`config.mk`:
```
export PLATFORM = sky130hd
export DESIGN_NAME = muldiv_unit
export DESIGN_NICKNAME = d
export VERILOG_FILES = /design/src/rtl/muldiv_pkg.sv /design/src/rtl/muldiv_unit_negate.sv /design/src/rtl/muldiv_unit.sv
export SDC_FILE = /design/constraint.sdc
export NUM_CORES = 1
export LEC_CHECK = 0
export CAP_MARGIN = 20
export CORE_AREA = 8 8 222 224
export CTS_BUF_LIST = sky130_fd_sc_hd__clkbuf_4 sky130_fd_sc_hd__clkbuf_8 sky130_fd_sc_hd__clkbuf_16
export DETAILED_ROUTE_END_ITERATION = 12
export DIE_AREA = 0 0 230 232
export PLACE_DENSITY = 0.52
export SYNTH_ARGS = -nofsm -noshare
export SYNTH_HDL_FRONTEND = slang
export SYNTH_HIERARCHICAL = 1
export SYNTH_SLANG_ARGS = --single-unit
```
`constraint.sdc`:
```
create_clock -name clk -period 5.6 [get_ports clk]
set_input_delay 1.12 -clock clk [delete_from_list [all_inputs] [get_ports clk]]
set_output_delay 1.12 -clock clk [all_outputs]
set_load 0.03 [all_outputs]
```
`src/rtl/muldiv_pkg.sv`:
```
// Shared definitions for the iterative M-extension multiply/divide unit:
// funct3 op encodings, FSM state type and op-classification helpers.
package muldiv_pkg;

  localparam logic [2:0] MD_MUL    = 3'b000;
  localparam logic [2:0] MD_MULH   = 3'b001;
  localparam logic [2:0] MD_MULHSU = 3'b010;
  localparam logic [2:0] MD_MULHU  = 3'b011;
  localparam logic [2:0] MD_DIV    = 3'b100;
  localparam logic [2:0] MD_DIVU   = 3'b101;
  localparam logic [2:0] MD_REM    = 3'b110;
  localparam logic [2:0] MD_REMU   = 3'b111;

  typedef enum logic [1:0] {
    IDLE,
    MUL,
    DIV,
    DONE
  } md_state_e;

  function automatic logic is_signed_a(input logic [2:0] op);
    return (op == MD_MULH) || (op == MD_MULHSU) ||
           (op == MD_DIV)  || (op == MD_REM);
  endfunction

  function automatic logic is_signed_b(input logic [2:0] op);
    return (op == MD_MULH) || (op == MD_DIV) || (op == MD_REM);
  endfunction

  function automatic logic is_rem(input logic [2:0] op);
    return (op == MD_REM) || (op == MD_REMU);
  endfunction

  function automatic logic is_div(input logic [2:0] op);
    return op[2];
  endfunction

endpackage

```
`src/rtl/muldiv_unit_negate.sv`:
```
// Conditional two's-complement negate (md_negate).
// Ports: value (W), neg (1) -> result = neg ? -value : value.
module md_negate
  import muldiv_pkg::*;
#(
  parameter int W = 32
) (
  input  logic [W-1:0] value,
  input  logic         neg,
  output logic [W-1:0] result
);

  assign result = neg ? (~value + W'(1)) : value;

endmodule

```
`src/rtl/muldiv_unit.sv`:
```
// Iterative RV M-extension multiply/divide unit (shift-add / restoring).
// Ports: clk, rst, start, op, a, b, flush -> busy, stall_req, done, result.
module muldiv_unit
  import muldiv_pkg::*;
#(
  parameter int XLEN  = 32,
  parameter int CNT_W = $clog2(XLEN)
) (
  input  logic            clk,
  input  logic            rst,
  input  logic            start,
  input  logic [2:0]      op,
  input  logic [XLEN-1:0] a,
  input  logic [XLEN-1:0] b,
  input  logic            flush,
  output logic            busy,
  output logic            stall_req,
  output logic            done,
  output logic [XLEN-1:0] result
);

  localparam int W2 = 2 * XLEN;
  localparam logic [XLEN-1:0] MIN_NEG = {1'b1, {(XLEN-1){1'b0}}};

  md_state_e state, state_d;

  logic [2:0]      op_q;
  logic [XLEN-1:0] mcand;
  logic [W2-1:0]   acc;
  logic            res_sign;
  logic [CNT_W-1:0] cnt;

  logic            a_neg, b_neg;
  logic [XLEN-1:0] mag_a, mag_b;
  logic            accept, last;
  logic            b_zero, ovf, special;
  logic [XLEN-1:0] spec_res;

  assign a_neg = is_signed_a(op) & a[XLEN-1];
  assign b_neg = is_signed_b(op) & b[XLEN-1];

  md_negate #(.W(XLEN)) u_neg_a (
    .value  (a),
    .neg    (a_neg),
    .result (mag_a)
  );

  md_negate #(.W(XLEN)) u_neg_b (
    .value  (b),
    .neg    (b_neg),
    .result (mag_b)
  );

  assign busy      = (state == MUL) || (state == DIV);
  assign done      = (state == DONE);
  assign stall_req = busy | (start & ~done);

  assign accept = start & ~flush &
                  ((state == IDLE) || (state == DONE));
  assign last   = (cnt == CNT_W'(XLEN - 1));

  // Divide-by-zero and MIN/-1 overflow bypass the iteration.
  assign b_zero  = (b == '0);
  assign ovf     = is_signed_b(op) & is_div(op) &
                   (a == MIN_NEG) & (b == '1);
  assign special = is_div(op) & (b_zero | ovf);

  always_comb begin
    spec_res = '0;
    if (b_zero)
      spec_res = is_rem(op) ? a : '1;
    else
      spec_res = is_rem(op) ? '0 : a;
  end

  // Shift-add: acc holds {partial product high, remaining multiplier}.
  logic [XLEN:0]   mul_sum;
  logic [W2-1:0]   mul_next;

  assign mul_sum  = {1'b0, acc[W2-1:XLEN]} +
                    (acc[0] ? {1'b0, mcand} : '0);
  assign mul_next = {mul_sum, acc[XLEN-1:1]};

  // Restoring divide: acc holds {partial remainder, dividend/quotient}.
  logic [XLEN:0]   div_rs;
  logic            div_ge;
  logic [XLEN:0]   div_r;
  logic [W2-1:0]   div_next;

  assign div_rs   = {acc[W2-1:XLEN], acc[XLEN-1]};
  assign div_ge   = (div_rs >= {1'b0, mcand});
  assign div_r    = div_ge ? (div_rs - {1'b0, mcand}) : div_rs;
  assign div_next = {div_r[XLEN-1:0], acc[XLEN-2:0], div_ge};

  logic [W2-1:0]   step_next;
  logic [W2-1:0]   fix_in, fixed;
  logic [XLEN-1:0] final_res;

  assign step_next = (state == MUL) ? mul_next : div_next;

  // One wide negator covers both the full product and the
  // zero-extended quotient/remainder; low bits are unaffected by width.
  always_comb begin
    fix_in = '0;
    if (state == MUL)
      fix_in = mul_next;
    else if (is_rem(op_q))
      fix_in = {{XLEN{1'b0}}, div_next[W2-1:XLEN]};
    else
      fix_in = {{XLEN{1'b0}}, div_next[XLEN-1:0]};
  end

  md_negate #(.W(W2)) u_fix (
    .value  (fix_in),
    .neg    (res_sign),
    .result (fixed)
  );

  assign final_res = ((state == MUL) && (op_q != MD_MUL)) ?
                     fixed[W2-1:XLEN] : fixed[XLEN-1:0];

  always_ff @(posedge clk or posedge rst) begin
    if (rst)
      state <= IDLE;
    else
      state <= state_d;
  end

  always_comb begin
    state_d = state;
    unique case (state)
      IDLE, DONE: begin
        state_d = IDLE;
        if (accept) begin
          if (special)
            state_d = DONE;
          else if (is_div(op))
            state_d = DIV;
          else
            state_d = MUL;
        end
      end
      MUL, DIV: begin
        if (last)
          state_d = DONE;
      end
      default: state_d = IDLE;
    endcase
    if (flush)
      state_d = IDLE;
  end

  always_ff @(posedge clk or posedge rst) begin
    if (rst) begin
      op_q     <= '0;
      mcand    <= '0;
      acc      <= '0;
      res_sign <= 1'b0;
      cnt      <= '0;
      result   <= '0;
    end else if (accept) begin
      op_q     <= op;
      mcand    <= is_div(op) ? mag_b : mag_a;
      acc      <= {{XLEN{1'b0}}, is_div(op) ? mag_a : mag_b};
      res_sign <= is_rem(op) ? a_neg : (a_neg ^ b_neg);
      cnt      <= '0;
      if (special)
        result <= spec_res;
    end else if (busy && !flush) begin
      acc <= step_next;
      cnt <= cnt + CNT_W'(1);
      if (last)
        result <= final_res;
    end
  end

endmodule

```
; ---- After elaboration in Yosys (flattened, before gate mapping)
; Cells that the tools add are included.
[op_classes]
addsub = 6
magnitude_cmp = 1
n_eq_ne = 15
mux = 29
bitwise = 17
n_reduce_logical = 20
[op_table]
columns = operator, n
row1 = 32-bit two-way mux, 15
row2 = 64-bit two-way mux, 5
row3 = "32-bit by 1-bit adder with 32-bit output, second input constant", 2
row4 = "64-bit by 1-bit adder with 64-bit output, second input constant", 1
row5 = "32-bit == test, second input constant", 2
row6 = 32-bit NOT, 2
row7 = 64-bit NOT, 1
row8 = 32-bit by 32-bit adder with 33-bit output, 1
row9 = 33-bit by 32-bit >= comparator with 1-bit output, 1
row10 = 32-bit logical NOT, 1
row11 = 32-bit subtractor, 1
row12 = "3-bit == test, second input constant", 5
row13 = 2-bit two-way mux, 5
row14 = 5-bit two-way mux, 2
row15 = 1-bit AND, 9
row16 = 1-bit logical OR, 9
row17 = "5-bit by 1-bit adder with 5-bit output, second input constant", 1
row18 = "5-bit == test, second input constant", 1
row19 = "2-bit == test, second input constant", 2
row20 = 2-bit case mux with 2 select lines, 1
row21 = 2-bit nonzero test, 2
row22 = 2-bit OR reduction, 2
row23 = "3-bit by 1-bit == test with 1-bit output, second input constant", 1
row24 = "3-bit by 2-bit == test with 1-bit output, second input constant", 1
row25 = other kinds (12), 15
[totals]
ff_bits = 139
output_inout_bits = 35

; ---- Longest topological paths before layout
[depth]
word_depth = 12
mapped_depth = 24
ltp_nobuf = 21

; ---- Cells and area by module
; The synthesis kept the hierarchy.
[by_module_without_submodules]
columns = mod, n_inst, cells_per_inst, area_per_inst_um2, seq_area_each_um2
row1 = muldiv_unit, 1, 1544, 12653.4, 3478.3
row2 = md_negate (u_fix), 1, 206, 1649.1, 0.0
row3 = md_negate (u_neg_a ...), 2, 99, 777.0, 0.0

; ---- Worst setup path before layout
; Ideal clock, no wire load.
[synth_path]
path_type = flip-flop to flip-flop
start = register acc[31]
end = register result[23]
setup_ns = 0.064
arrival_time_ns = 4.914
t_required_ns = 5.536
slack_ns = 0.621
path_stages_with_launch = 23
path_buffers = 1
period_less_slack_ns = 4.979
cell_sequence = dfrtp_1 -> inv_1 -> ha_1 -> inv_1 -> fa_1 -> a211oi_1 -> o21bai_1 -> a2111oi_0 -> o221ai_1 -> nor2b_1 -> a211oi_2 -> xnor2_1 -> mux2i_1 -> o221ai_1 -> or4_4 -> nor4_4 -> nand4_4 -> buf_6 -> o31ai_1 -> xnor2_1 -> mux2i_1 -> a211oi_1 -> a21o_1
[synth_via]
elab_chain_cells = 11
word_cells_on_any_way = 12
cone_classes = add/sub (2) / order compare (1) / mux (8) / bitwise (1)
[synth_rtl]
columns = item, line
row1 = "start, declared", muldiv_unit.sv:29  ; logic [W2-1:0] acc;
row2 = "start signal, assigned", muldiv_unit.sv:164  ; acc <= {{XLEN{1'b0}}, is_div(op) ? mag_a : mag_b};
row3 = "start signal, assigned", muldiv_unit.sv:170  ; acc <= step_next;
row4 = 32-bit subtractor or 33-bit by 32-bit >= comparator with 1-bit output (tied branches), "muldiv_unit.sv:92, muldiv_unit.sv:91"
row5 = 32-bit two-way mux (*), muldiv_unit.sv:92  ; assign div_r = div_ge ? (div_rs - {1'b0, mcand}) : div_rs;
row6 = 32-bit two-way mux (*), muldiv_unit.sv:107  ; else if (is_rem(op_q))
row7 = 64-bit two-way mux (*), muldiv_unit.sv:105  ; if (state == MUL)
row8 = net fix_in[20], muldiv_unit.sv:96  ; logic [W2-1:0] fix_in, fixed;
row9 = 64-bit NOT (*), muldiv_unit_negate.sv:13  ; assign result = neg ? (~value + W'(1)) : value;
row10 = 64-bit by 1-bit adder with 64-bit output (*), muldiv_unit_negate.sv:13
row11 = 64-bit two-way mux (*), muldiv_unit_negate.sv:13
row12 = net fixed[55], muldiv_unit.sv:96
row13 = 32-bit two-way mux (*), muldiv_unit.sv:119  ; assign final_res = ((state == MUL) && (op_q != MD_MUL)) ?
row14 = 32-bit two-way mux (*), muldiv_unit.sv:172  ; if (last)
row15 = 32-bit two-way mux (*), muldiv_unit.sv:169  ; end else if (busy && !flush) begin
row16 = 32-bit two-way mux (*), muldiv_unit.sv:161  ; end else if (accept) begin
row17 = "end signal, assigned", muldiv_unit.sv:168  ; result <= spec_res;
row18 = "end signal, assigned", muldiv_unit.sv:173  ; result <= final_res;
row19 = "end, declared", muldiv_unit.sv:19  ; output logic [XLEN-1:0] result
; The timed path passes the listed nets; every way through them passes the cells marked *. The select of a mux whose other input is x is not followed.
; A chain may end at the register's enable or synchronous reset.

; ---- Worst setup path after layout
[layout_path]
start = register mcand[5]
end = register result[10]
[layout_via]
elab_chain_cells = 11
word_cells_on_any_way = 14
cone_classes = add/sub (3) / order compare (1) / mux (9) / bitwise (1)
[layout_rtl]
columns = item, line
row1 = "start, declared", muldiv_unit.sv:28  ; logic [XLEN-1:0] mcand;
row2 = "start signal, assigned", muldiv_unit.sv:163  ; mcand <= is_div(op) ? mag_b : mag_a;
row3 = 32-bit subtractor or 33-bit by 32-bit >= comparator with 1-bit output (tied branches), "muldiv_unit.sv:92, muldiv_unit.sv:91"
row4 = 32-bit two-way mux (*), muldiv_unit.sv:92
row5 = 32-bit two-way mux (*), muldiv_unit.sv:107
row6 = 64-bit two-way mux (*), muldiv_unit.sv:105
row7 = net fix_in[14], muldiv_unit.sv:96
row8 = 64-bit NOT (*), muldiv_unit_negate.sv:13
row9 = 64-bit by 1-bit adder with 64-bit output (*), muldiv_unit_negate.sv:13
row10 = 64-bit two-way mux (*), muldiv_unit_negate.sv:13
row11 = net fixed[42], muldiv_unit.sv:96
row12 = 32-bit two-way mux (*), muldiv_unit.sv:119
row13 = 32-bit two-way mux (*), muldiv_unit.sv:172
row14 = 32-bit two-way mux (*), muldiv_unit.sv:169
row15 = 32-bit two-way mux (*), muldiv_unit.sv:161
; Marks and branches as above.

==> summary.txt <==
Run status
  • Outcome: completed

Die
  • Die Ht: 232 um
  • Initial core utilization: 34.57%
  • I/O pin cnt: 106
  • Rows: 79
  • Die X: 230 um
  • Die ar.: 0.05336 sq mm
  • Core ar.: 0.04586 sq mm

STA
  • Hold Vio Cnt, Final: 0
  • Worst-margin pin slew: 1.061 ns
  • Max-slew violations: 0
  • Final setup vio count: 0
  • Final cycle utilization of the critical path: 98.33%
  • Slew HR: 29.29%
  • Min Tclk post-route: 5.506 ns
  • Setup Skew: 0.01248 ns
  • Peak Freq: 0.1816 GHz
  • Slack of the critical path: 0.09369 ns

Finish
  • Area grow syn2layout: 22.09%
  • Area taken by multi-input logic gates: 0.01200 sq mm
  • Share of layout cells above drive strength 1: 16.72%
  • Reg area: 0.003480 sq mm
  • # diodes: 0
  • Layout Nets: 2,261
  • Fill cells: 4,674
  • Design area: 0.01936 sq mm

Logic synthesis
  • Syn nets: 2,092
  • Unique masters post-synth: 89
  • Primary flip-flop cell chosen by synthesis mapping: dfrtp_1
  • Register bit count reported by yosys: 139
  • Post-synth top area cell: dfrtp_1
  • Largest cells by area after synthesis: dfrtp_1 22%, xnor2_1 8.6%, mux2i_1 6.9%
  • EDFF count, synth: 0
  • Cell with the most instances after synthesis: nand2_1
  • Synth Instances: 1,948
  • Sequential area share after synthesis: 21.94%
  • Syn Area/Cell: 8.140 sq um
  • FFs w/ async S/R, synth: 100.0%
  • Synth Warn #: 6
  • Synth Cell Area: 0.01586 sq mm
  • Synth top area share: 21.94%
  • Top post-synthesis cells by count: 209 x nand2_1, 206 x o21ai_0, 156 x xnor2_1, 139 x dfrtp_1, 110 x mux2i_1

Global routing
  • Grt total ovfl: 0
  • Global-route wire length before repair: 99,150 um
  • Total track usage: 24.14%
  • Antenna violations before repair: 0
  • Vias in the first global route: 15,450
  • Largest net degree at the start of global routing: 97

Detailed routing
  • Detailed-route via count: 16,060
  • DR pass1 iterations: 8
  • Initial DRC Count: 1,240
  • Wire per inst: 24.35 um
  • Post-route DRC: 0
  • Vias per inst: 5.870
  • Final antenna-violating net count: 0
  • Post-Route WL: 66,620 um

Place
  • DP Area: 0.01840 sq mm
  • GPL Wtd Cong: 0.9741
  • Post-DP HPWL: 52,240 um
  • Port Buf Inserts: 105
  • Setup Slack @ Placement: -0.06385 ns

Clock network
  • Clock-pin transition on the worst setup and hold timing paths: 0.07 ns
  • CTS Sinks: 139
  • CTS max path bufs: 2
  • Root Driver: clkbuf_16
  • CTS Buf Count: 17
  • Clk_lat worst skew: 0.46 ns
  • H-tree depth: 4
  • CTS tree: done

Power
  • Cell Pwr Density: 567.0 mW/mm^2
  • LEAKAGE: 8.395 nW
  • Worst vdd ir: 224.0 uV

Critical path
  • Crit path capture type: register
  • Critical Path RT: 6.00 ns
  • Worst Path Max Fanout: 16
  • Setup CP Type: register to register
  • Crit path launch type: register
  • CP Data Arrival Time: 5.90 ns

Min path
  • Worst hold path class: register to register

Job
  • Max Cap Violations: 0
## layout make-up
type,instances,area share [%]
multi-input combinational,1629,61.97
sequential,139,17.97
inverter,65,1.286
clock inverter,13,0.5752
tap,607,3.923
timing repair buffer,265,12.00
clock buffer,18,2.269
## layer usage
| metal | up-vias | global-route usage, % | wire length, um |
|---|---|---|---|
| met4 | 0 | 9.998 | 2767 |
| met1 | 7842 | 32.44 | 30090 |
| li1 | 7577 | - | - |
| met2 | 544 | 38.66 | 30260 |
| met3 | 97 | 3.274 | 3503 |
| met5 | - | 0 | 0 |
## power breakdown
part	switching [W]	total, W	internal (W)
clock	0.000545	0.00113	0.000588
sequential	0.000419	0.00173	0.00131
combinational	0.00468	0.00811	0.00343
## kinds of logic (layout without fill, tap and decap cells)
family	count (synthesis)	in the layout	share of synthesized area [%]
XOR/XNOR	174	174	9.611
adder cells (fa/ha/maj)	73	73	5.855
AND/OR/NAND/NOR	601	601	20.87
AO/OA/AOI/OAI	630	630	27.29
buffers and inverters	180	361	4.577
multiplexers	151	151	9.856
flip-flops	139	139	21.94
## flip-flops by register name, indices dropped and copies added, names as in the netlist
signal    flops
result       32
cnt           5
op_q          3
mcand        32
acc          64
state         2
res_sign      1
## cells in the final DEF (no fill, tap or decap), types with 59 or more instances in the layout
| cell type | netlist | layout |
|---|---|---|
| and2_1 | 59 | 59 |
| clkdlybuf4s50_1 | 0 | 104 |
| buf_4 | 3 | 153 |
| a21oi_1 | 72 | 66 |
| a211oi_1 | 86 | 82 |
| nor2_1 | 87 | 86 |
| inv_1 | 65 | 61 |
| ha_1 | 71 | 64 |
| nand2_1 | 209 | 209 |
| xnor2_1 | 156 | 154 |
| a21o_1 | 75 | 74 |
| mux2i_1 | 110 | 104 |
| o21ai_0 | 206 | 200 |
| dfrtp_1 | 139 | 138 |
## critical path, cell delays in order, from the launching register on
cell and delay, ns:
dfrtp_1 0.43, inv_1 0.07, ha_1 0.38, nand4_1 0.26, a21oi_2 0.29, o31ai_4 0.12
a31oi_4 0.25, a21oi_2 0.12, o21ai_4 0.18, buf_12 0.20, mux2_2 0.44, mux2i_1 0.18
o21ai_1 0.13, or4_4 0.62, nor3_4 0.19, buf_4 0.13, nand3_2 0.17, buf_4 0.20
o31ai_1 0.31, xnor2_1 0.19, mux2i_1 0.14, a211oi_1 0.29, a21o_1 0.11
## timing repair
action / 4_1_cts / 5_1_grt
pin swaps: 0 / 22
hold endpoints to repair: 0 / 0
resized for setup: 2 / 57
buffers inserted: 0 / 12
setup endpoints to repair: 2 / 32
hold buffers: 0 / 0
cloned: 0 / 0
## final timing paths
check / cells after the start / slack (ns) / from / to
setup / recovery: 22 / 0.09 / mcand[5] / result[10]
hold / removal: 1 / 0.48 / result[20] / result[20]
setup reg to reg: 22 / 0.09 / mcand[5] / result[10]
hold reg to reg: 1 / 0.48 / result[20] / result[20]
max in group asynchronous: 3 / 3.39 / rst / result[24]
min in group asynchronous: 2 / 1.17 / rst / mcand[10]
## per-stage QoR
stage	TNS [ns]	total power, W	hold WS, ns	std cells	util (%)
floorplan	0	0.006513	0.4480	1948	-
global placement	-0.04978	0.009252	0.4593	2693	40.13
detailed placement	-0.06385	0.009287	0.4650	2693	40.13
CTS	0	0.01048	0.4790	2724	41.35
global route	-0.1135	0.01165	0.4947	2736	42.21
finish	0	0.01098	0.4752	2736	42.21
Note: power is estimated with default switching activity, not from simulation.
